--- config.mk ---
export PLATFORM = sky130hd
export DESIGN_NAME = lava_sequencer
export DESIGN_NICKNAME = d
export VERILOG_FILES = /design/src/rtl/lava_sequencer.sv
export SDC_FILE = /design/constraint.sdc
export NUM_CORES = 1
export LEC_CHECK = 0
export BUFFER_PORTS_ARGS = -buffer_cell sky130_fd_sc_hd__buf_2
export CAP_MARGIN = 20
export CORE_MARGIN = 8
export CORE_UTILIZATION = 43
export DETAILED_ROUTE_END_ITERATION = 7
export PLACE_DENSITY = 0.75
export SLEW_MARGIN = 20
export SYNTH_ARGS = -nofsm -noshare
export SYNTH_HDL_FRONTEND = slang
export SYNTH_SLANG_ARGS = --single-unit
--- constraint.sdc ---
create_clock -name clk -period 1.7 [get_ports clk]
set_input_delay 0.085 -clock clk [delete_from_list [all_inputs] [get_ports clk]]
set_output_delay 0.085 -clock clk [all_outputs]
set_load 0.01 [all_outputs]
--- src/rtl/lava_sequencer.sv ---
// Program sequencer for the LAVA datapath: fetches 36-bit ROM words, issues two ALU
// operations per word to a shared ALU, and writes the delayed results to consecutive RAM addresses.
module lava_sequencer #(
    parameter int ADDR_W  = 3,
    parameter int DATA_W  = 8,
    parameter int ALU_LAT = 2
) (
    input  logic              clk,
    input  logic              rst,
    input  logic              start,
    input  logic [ADDR_W:0]   prog_len,
    output logic [ADDR_W-1:0] rom_addr,
    input  logic [35:0]       rom_data,
    output logic [3:0]        alu_inst,
    output logic [DATA_W-1:0] alu_a,
    output logic [DATA_W-1:0] alu_b,
    input  logic [DATA_W-1:0] alu_result,
    output logic [ADDR_W:0]   ram_waddr,
    output logic [DATA_W-1:0] ram_wdata,
    output logic              ram_we,
    output logic              busy,
    output logic              done
);

    localparam logic [2:0] S_IDLE   = 3'd0;
    localparam logic [2:0] S_FETCH  = 3'd1;
    localparam logic [2:0] S_ISSUE0 = 3'd2;
    localparam logic [2:0] S_ISSUE1 = 3'd3;
    localparam logic [2:0] S_DRAIN  = 3'd4;
    localparam logic [2:0] S_DONE   = 3'd5;

    localparam int              LEN_W   = ADDR_W + 1;
    localparam int              CNT_W   = (ALU_LAT < 2) ? 1 : $clog2(ALU_LAT);
    localparam logic [LEN_W-1:0] MAX_LEN = LEN_W'(2 ** ADDR_W);
    localparam logic [CNT_W-1:0] CNT_END = CNT_W'(ALU_LAT - 1);

    logic [2:0]         state_q,    state_d;
    logic [ADDR_W-1:0]  idx_q,      idx_d;
    logic [LEN_W-1:0]   len_q,      len_d;
    logic [15:0]        word_q,     word_d;
    logic [3:0]         alu_inst_q, alu_inst_d;
    logic [DATA_W-1:0]  alu_a_q,    alu_a_d;
    logic [DATA_W-1:0]  alu_b_q,    alu_b_d;
    logic [ALU_LAT-1:0] pipe_q,     pipe_d;
    logic [LEN_W-1:0]   waddr_q,    waddr_d;
    logic [CNT_W-1:0]   cnt_q,      cnt_d;
    logic               busy_q,     busy_d;
    logic               done_q,     done_d;
    logic               issue_s;
    logic [LEN_W-1:0]   len_clamp_s;

    assign len_clamp_s = (prog_len > MAX_LEN) ? MAX_LEN : prog_len;
    // A write is due when the issue-valid bit reaches the end of the latency pipe.
    assign ram_we    = pipe_q[ALU_LAT-1];
    assign ram_wdata = alu_result;
    assign ram_waddr = waddr_q;
    assign rom_addr  = idx_q;
    assign alu_inst  = alu_inst_q;
    assign alu_a     = alu_a_q;
    assign alu_b     = alu_b_q;
    assign busy      = busy_q;
    assign done      = done_q;

    // Next-state, operand and write-tracking logic.
    always_comb begin
        state_d    = state_q;
        idx_d      = idx_q;
        len_d      = len_q;
        word_d     = word_q;
        alu_inst_d = alu_inst_q;
        alu_a_d    = alu_a_q;
        alu_b_d    = alu_b_q;
        cnt_d      = cnt_q;
        issue_s    = 1'b0;
        if (ram_we) begin
            waddr_d = waddr_q + LEN_W'(1);
        end else begin
            waddr_d = waddr_q;
        end
        case (state_q)
            S_IDLE: begin
                if (start) begin
                    len_d   = len_clamp_s;
                    idx_d   = '0;
                    waddr_d = '0;
                    if (len_clamp_s != '0) begin
                        state_d = S_FETCH;
                    end else begin
                        state_d = S_DONE;
                    end
                end else begin
                    state_d = S_IDLE;
                end
            end
            S_FETCH: begin
                // First operation goes straight to the ALU registers; the second half waits in word_q.
                word_d     = rom_data[35:20];
                alu_inst_d = rom_data[19:16];
                alu_a_d    = DATA_W'(rom_data[15:8]);
                alu_b_d    = DATA_W'(rom_data[7:0]);
                state_d    = S_ISSUE0;
            end
            S_ISSUE0: begin
                issue_s = 1'b1;
                alu_a_d = DATA_W'(word_q[15:8]);
                alu_b_d = DATA_W'(word_q[7:0]);
                state_d = S_ISSUE1;
            end
            S_ISSUE1: begin
                issue_s = 1'b1;
                if ({1'b0, idx_q} == (len_q - LEN_W'(1))) begin
                    cnt_d   = '0;
                    state_d = S_DRAIN;
                end else begin
                    idx_d   = idx_q + ADDR_W'(1);
                    state_d = S_FETCH;
                end
            end
            S_DRAIN: begin
                if (cnt_q == CNT_END) begin
                    state_d = S_DONE;
                end else begin
                    cnt_d   = cnt_q + CNT_W'(1);
                    state_d = S_DRAIN;
                end
            end
            S_DONE: begin
                state_d = S_IDLE;
            end
            default: begin
                state_d = S_IDLE;
            end
        endcase
        pipe_d    = pipe_q << 1;
        pipe_d[0] = issue_s;
        busy_d    = (state_d == S_FETCH) || (state_d == S_ISSUE0) ||
                    (state_d == S_ISSUE1) || (state_d == S_DRAIN);
        done_d    = (state_d == S_DONE);
    end

    // State and output registers with synchronous reset.
    always_ff @(posedge clk) begin
        if (rst) begin
            state_q    <= S_IDLE;
            idx_q      <= '0;
            len_q      <= '0;
            word_q     <= 16'h0000;
            alu_inst_q <= 4'h0;
            alu_a_q    <= '0;
            alu_b_q    <= '0;
            pipe_q     <= '0;
            waddr_q    <= '0;
            cnt_q      <= '0;
            busy_q     <= 1'b0;
            done_q     <= 1'b0;
        end else begin
            state_q    <= state_d;
            idx_q      <= idx_d;
            len_q      <= len_d;
            word_q     <= word_d;
            alu_inst_q <= alu_inst_d;
            alu_a_q    <= alu_a_d;
            alu_b_q    <= alu_b_d;
            pipe_q     <= pipe_d;
            waddr_q    <= waddr_d;
            cnt_q      <= cnt_d;
            busy_q     <= busy_d;
            done_q     <= done_d;
        end
    end

endmodule

* Yosys cells after proc, flatten, opt, wreduce, memory -nomap -nowiden
Cells that the tools add are included.
W data, S select, Z words.
** Storage, ports and cells
- Flip-flop bits (word level) :: 55
- Logic and storage cells :: 60
- Input port bits :: 51
** Cells by class
- $lt $le $gt $ge :: 1
- Reduce and logical (&&, ||, !) cells :: 12
- Equal/unequal tests :: 13
- $add $sub $neg :: 4
- Muxes and demuxes :: 18
** Operator list (number)
- $pmux W8 S2 :: 2
- $mux W4 :: 4
- $mux W3 :: 5
- $pmux W3 S5 :: 1
- $eq A3 B2 Y1 const B :: 4
- $eq A3 B3 Y1 const B :: 3
- $eq A3 B1 Y1 const B :: 2
- $ne A2 B2 Y1 const B :: 3
- $pmux W3 S2 :: 1
- $reduce_bool A2 Y1 :: 3
- $add A4 B1 Y4 const B :: 1
- $eq A3 B4 Y1 :: 1
- $gt A4 B4 Y1 const B :: 1
- $mux W1 :: 4
- $reduce_and A2 Y1 :: 2
- $reduce_bool A4 Y1 :: 1
- $sub A4 B1 Y4 const B :: 1
- $add A3 B1 Y3 const B :: 1
- $logic_not A3 Y1 :: 1
- $logic_or A1 B1 Y1 :: 3
- $reduce_and A3 Y1 :: 1
- $pmux W1 S2 :: 1
- $reduce_or A2 Y1 :: 1
- $add A1 B1 Y1 const B :: 1

* Longest topological paths before layout
- Depth in word-level cells :: 10
- Mapped depth :: 7
- Mapped depth without buffers :: 7

* Worst setup path after synthesis
OpenSTA, ideal clock, no wires.
- Path type :: register to register
- Start :: register idx_q[2], in the netlist rom_addr[2]
- End :: register busy_q, in the netlist busy
- Library setup time :: 0.070 ns
- Stages on the path, launching flop included :: 6
- Path buffers :: 0
- Arrival :: 1.799 ns
- Path slack :: -0.170 ns
- Path through :: dfxtp_1 > xor3_1 > o22ai_4 > a21oi_2 > or4_1 > a21oi_1
** On the way
- Longest elaborated chain between the ends :: 7
- Elaborated cells between the ends (all ways) :: 10
** RTL lines
- start, declared :: RTL line 38 : logic [ADDR_W-1:0] idx_q, idx_d;
- start signal, assigned :: RTL line 158 : idx_q <= idx_d;
- $eq A3 B4 Y1 * :: RTL line 111 : if ({1'b0, idx_q} == (len_q - LEN_W'(1))) begin
- $mux W3 * :: RTL line 111
- $pmux W3 S5 * :: RTL line 80 : case (state_q)
- $eq A3 B1 Y1 / $eq A3 B2 Y1 (equally long branches) :: RTL line 136 : busy_d = (state_d == S_FETCH) || (state_d == S_ISSUE0) ||
- $logic_or A1 B1 Y1 (2 in series) :: RTL line 136
- $logic_or A1 B1 Y1 * :: RTL line 137 : (state_d == S_ISSUE1) || (state_d == S_DRAIN);
- end signal, assigned :: RTL line 167 : busy_q <= busy_d;
- end, declared :: RTL line 47 : logic busy_q, busy_d;
Every way passes the cells marked *; elsewhere a longest branch is shown, timed or not.
A chain may end at the register's enable or synchronous reset.

* Final worst setup path
- Start :: register len_q[0]
- End :: register busy_q, in the netlist busy
** On the way
- Longest elaborated chain between the ends :: 8
- Elaborated cells between the ends (all ways) :: 11
** RTL lines
- start, declared :: RTL line 39 : logic [LEN_W-1:0] len_q, len_d;
- start signal, assigned :: RTL line 159 : len_q <= len_d;
- $sub A4 B1 Y4 * :: RTL line 111
- $eq A3 B4 Y1 * :: RTL line 111
- $mux W3 * :: RTL line 111
- $pmux W3 S5 * :: RTL line 80
- $eq A3 B1 Y1 / $eq A3 B2 Y1 (equally long branches) :: RTL line 136
- $logic_or A1 B1 Y1 (2 in series) :: RTL line 136
- $logic_or A1 B1 Y1 * :: RTL line 137
Marked as above.

==> metrics.md <==
| Metric | Value |
|---|---|
| Synthesis warning total | 0 |
| Worst-skew pair later-pin latency | ~0.31 ns |
| Placed cell area | between 2000 and 3000 sq um |
| Yosys top cell by area | dfxtp_1 |
| Crit path arrival time | a little over 2 ns |
| Area contributors post-synth | dfxtp_1 (48%), nand2_1 (14%), a21oi_1 (6.3%), a311oi_1 (6.1%), nor2_1 (4.4%) |
| Max-slew headroom | 0.753 |
| Syn Area/Cell | 8.24 sq um |
| Antenna cells | 0 |
| Total CTS buffers | 5 |
| Flop pwr share | 0.485 |
| Initial core utilization | 0.449 |
| Fin crit share | 1.07 |
| #FFs+latches synth | 55 |
| Sw frac | 0.254 |
| Unique cell type count in the Yosys netlist | 37 |
| CP Launch Type | register |
| Post-synth top cells | nand2_1 (83), dfxtp_1 (55), a21oi_1 (29) |
| Multi-input gate area | between 1000 and 1500 sq um |
| Final setup violation count | 2 |
| Most numerous cell in the Yosys netlist | nand2_1 |
| Mapped Cells | 280 |
| Ys async rst share | 0 |
| Worst reg2reg startpoint | len_q[0]$_SDFFE_PP0P_ |
| Largest net degree at the start of global routing | 38 |
| Drt total wl | between 5 and 6 mm |
| Initial antenna violation count | 0 |
| Critical Path Source | len_q[0]$_SDFFE_PP0P_ |
| Clk sinks | 55 |
| I/O pin count | 89 |
| Total global-route track usage | 0.148 |
| Vias per Instance | a little under 5 |
| Vias | roughly 2100 |
| Worst Tran Pin Value | ~0.37 ns |
| Final Worst Setup Slack | -0.115 ns |
| Max-Cap Viols | 0 |
| H-tree lvl count | 2 |
| Dominant synthesized flop cell | dfxtp_1 |
| Setup crit end kind | register |
| Clock power frac | 0.336 |
| Final hold violation count | 0 |
| PwrDens | around 960 nW/um^2 |
| GR Overflow Total | 0 |
| ANT nets after route | 0 |
| Final Max Slew Viols | 0 |
| Final min period | 1.82 ns |
| Post-DP HPWL | between 3 and 4 mm |
| Cell total after placement | slightly above 400 |
| Net load switching power | about 750 uW |
| Fmax | between 0.5 and 0.6 GHz |
| DRC viols | 0 |
| Final #Nets | just over 400 |
| Root Driver | clkbuf_8 |
| Post-synth EDFFs | 0 |
| Status | finished with violations |
| Syn nets | roughly 330 |
| Die area | 7970 sq um |
| Pre-antenna DRT Iters | 4 |
| CTS Buffer Depth | 2 |
| CTS tree | yes |
| Hold_sp | rom_data[16] |
| Clk_skew | 0.00899 ns |
| DR iter-0 viols | 44 |
| Post-Syn Area | approximately 2300 sq um |
| CP Class | register to register |
| Seq/Total Area, Yosys | 0.477 |
| Worst-path clk slew | roughly 0.1 ns |
| Routed wire per std cell | approximately 13 um |
| Share of the synthesized area in the top cell type | 0.477 |
| Area grow syn2layout | 33.6% |
| HP Class | input port to register |
| Core area | ~5100 sq um |
| CP Max Fanout | 4 |
| Critical Path RT | about 2 ns |
| Die extent in x | around 89 um |
| Leak pwr | approximately 1.3 nW |
| P_int | around 2.2 mW |
| Design area | just over 3000 sq um |
| Register area | between 1000 and 1500 sq um |
| Die H | approximately 90 um |
| Site Rows | 26 |
| Post-Layout Cell Count | ~430 |
| Fillers | roughly 500 |
| Peak supply drop | ~430 uV |
| # port buffers | between 70 and 80 |
| RSZ-0062 raised after global routing | true |
| Global-route wire length before repair | just over 9 mm |
| Failing checks | negative setup slack |
| GPL Wtd Cong | 0.729 |
| Share of cells above drive strength 1 | 0.307 |
| Number of global-route vias before repair | roughly 2100 |
| Comb power frac | 0.179 |
==> layout by cell type, fill, tap and decap left out, drive strengths merged, types with 2 or more instances in the layout <==
cell         synthesis  routed
nand2               83      83
dlygate4sd3          0      11
inv                  4       4
a21oi               30      30
a311oi              16      16
buf                 11      85
ha                   3       3
nand3b               7       7
nor2                27      27
dfxtp               55      55
xnor2                2       2
clkbuf              15       6
xor2                 5       5
bufinv               0       2
==> area by class of cell <==
type / count / share of cell area
Clock buffer: 6 / 0.0235
Clock inverter: 2 / 0.0195
Inverter: 4 / 0.00487
Multi-Input combinational cell: 195 / 0.366
Sequential cell: 55 / 0.359
Tap cell: 70 / 0.0284
Timing Repair Buffer: 96 / 0.199
==> metrics by stage <==
step	power, mW	utilization	setup WS, ns	hold slack (ns)	setup TNS [ns]
6_report	2.97	0.600	-0.115	0.00613	-0.169
5_1_grt	3.13	0.600	-0.202	0.00492	-0.356
4_1_cts	3.00	0.590	-0.102	0.000990	-0.143
3_5_place_dp	1.97	0.539	-0.183	0.170	-0.284
3_3_place_gp	1.96	0.539	-0.109	0.170	-0.143
2_1_floorplan	1.78	-	-0.126	0.221	-0.134
==> path summary, 6_finish.rpt <==
kind                                    to  slack (ns)  cells past startpoint
setup / recovery           busy$_SDFF_PP0_       -0.12                      8
hold / removal    alu_inst[0]$_SDFFE_PP0P_       0.006                      3
setup reg to reg           busy$_SDFF_PP0_       -0.12                      8
hold reg to reg       pipe_q[1]$_SDFF_PP0_        0.45                      1
==> state kept, by name, indices dropped and copies added (netlist names) <==
signal,cells
word_q,16
alu_a,8
alu_b,8
alu_inst,4
len_q,4
ram_waddr,4
rom_addr,3
state_q,3
pipe_q,2
busy,1
cnt_q,1
done,1
==> cells by family after synthesis <==
| kind of cell | share of synthesized area |
|---|---|
| adders and majority gates | 0.0163 |
| muxes | 0.00922 |
| buffers and inverters | 0.0624 |
| and+or+nand+nor | 0.239 |
| xor gates and xnor gates | 0.0369 |
| DFF | 0.477 |
| AOI/OAI and AO/OA | 0.159 |
==> power by group through the flow <==
stage          Clock (mW)  Combinational (mW)  Sequential [mW]
6_report            0.999               0.533             1.44
5_1_grt              1.09               0.591             1.45
4_1_cts              1.04               0.527             1.44
3_5_place_dp            0               0.503             1.47
3_3_place_gp            0               0.492             1.47
2_1_floorplan           0               0.288             1.49
==> repair_timing <==
item                       in CTS  in global routing
setup endpoints to repair       3                  4
hold endpoints to repair       11                  0
hold buffers                   11                  0
setup buffers                   0                  1
pin swaps                       6                  5
resized for setup               5                  8
==> worst max-delay path, stage by stage (launching register included) <==
cell     delay, ns
dfxtp_2       0.36
inv_2         0.05
ha_4          0.15
buf_6         0.12
xor2_4        0.15
o22ai_4       0.22
a31oi_1       0.14
or4_4         0.43
a21oi_2       0.13
==> per-layer routing <==
layer / track usage / vias to the layer above / part of all wire
met4: 0.0483 / 0 / 0.0092
met3: 0.0579 / 6 / 0.087
met5: 0 / - / 0
met2: 0.258 / 56 / 0.48
li1: - / 1085 / -
met1: 0.159 / 981 / 0.43
No activity file was read; power rests on OpenSTA's default activity.
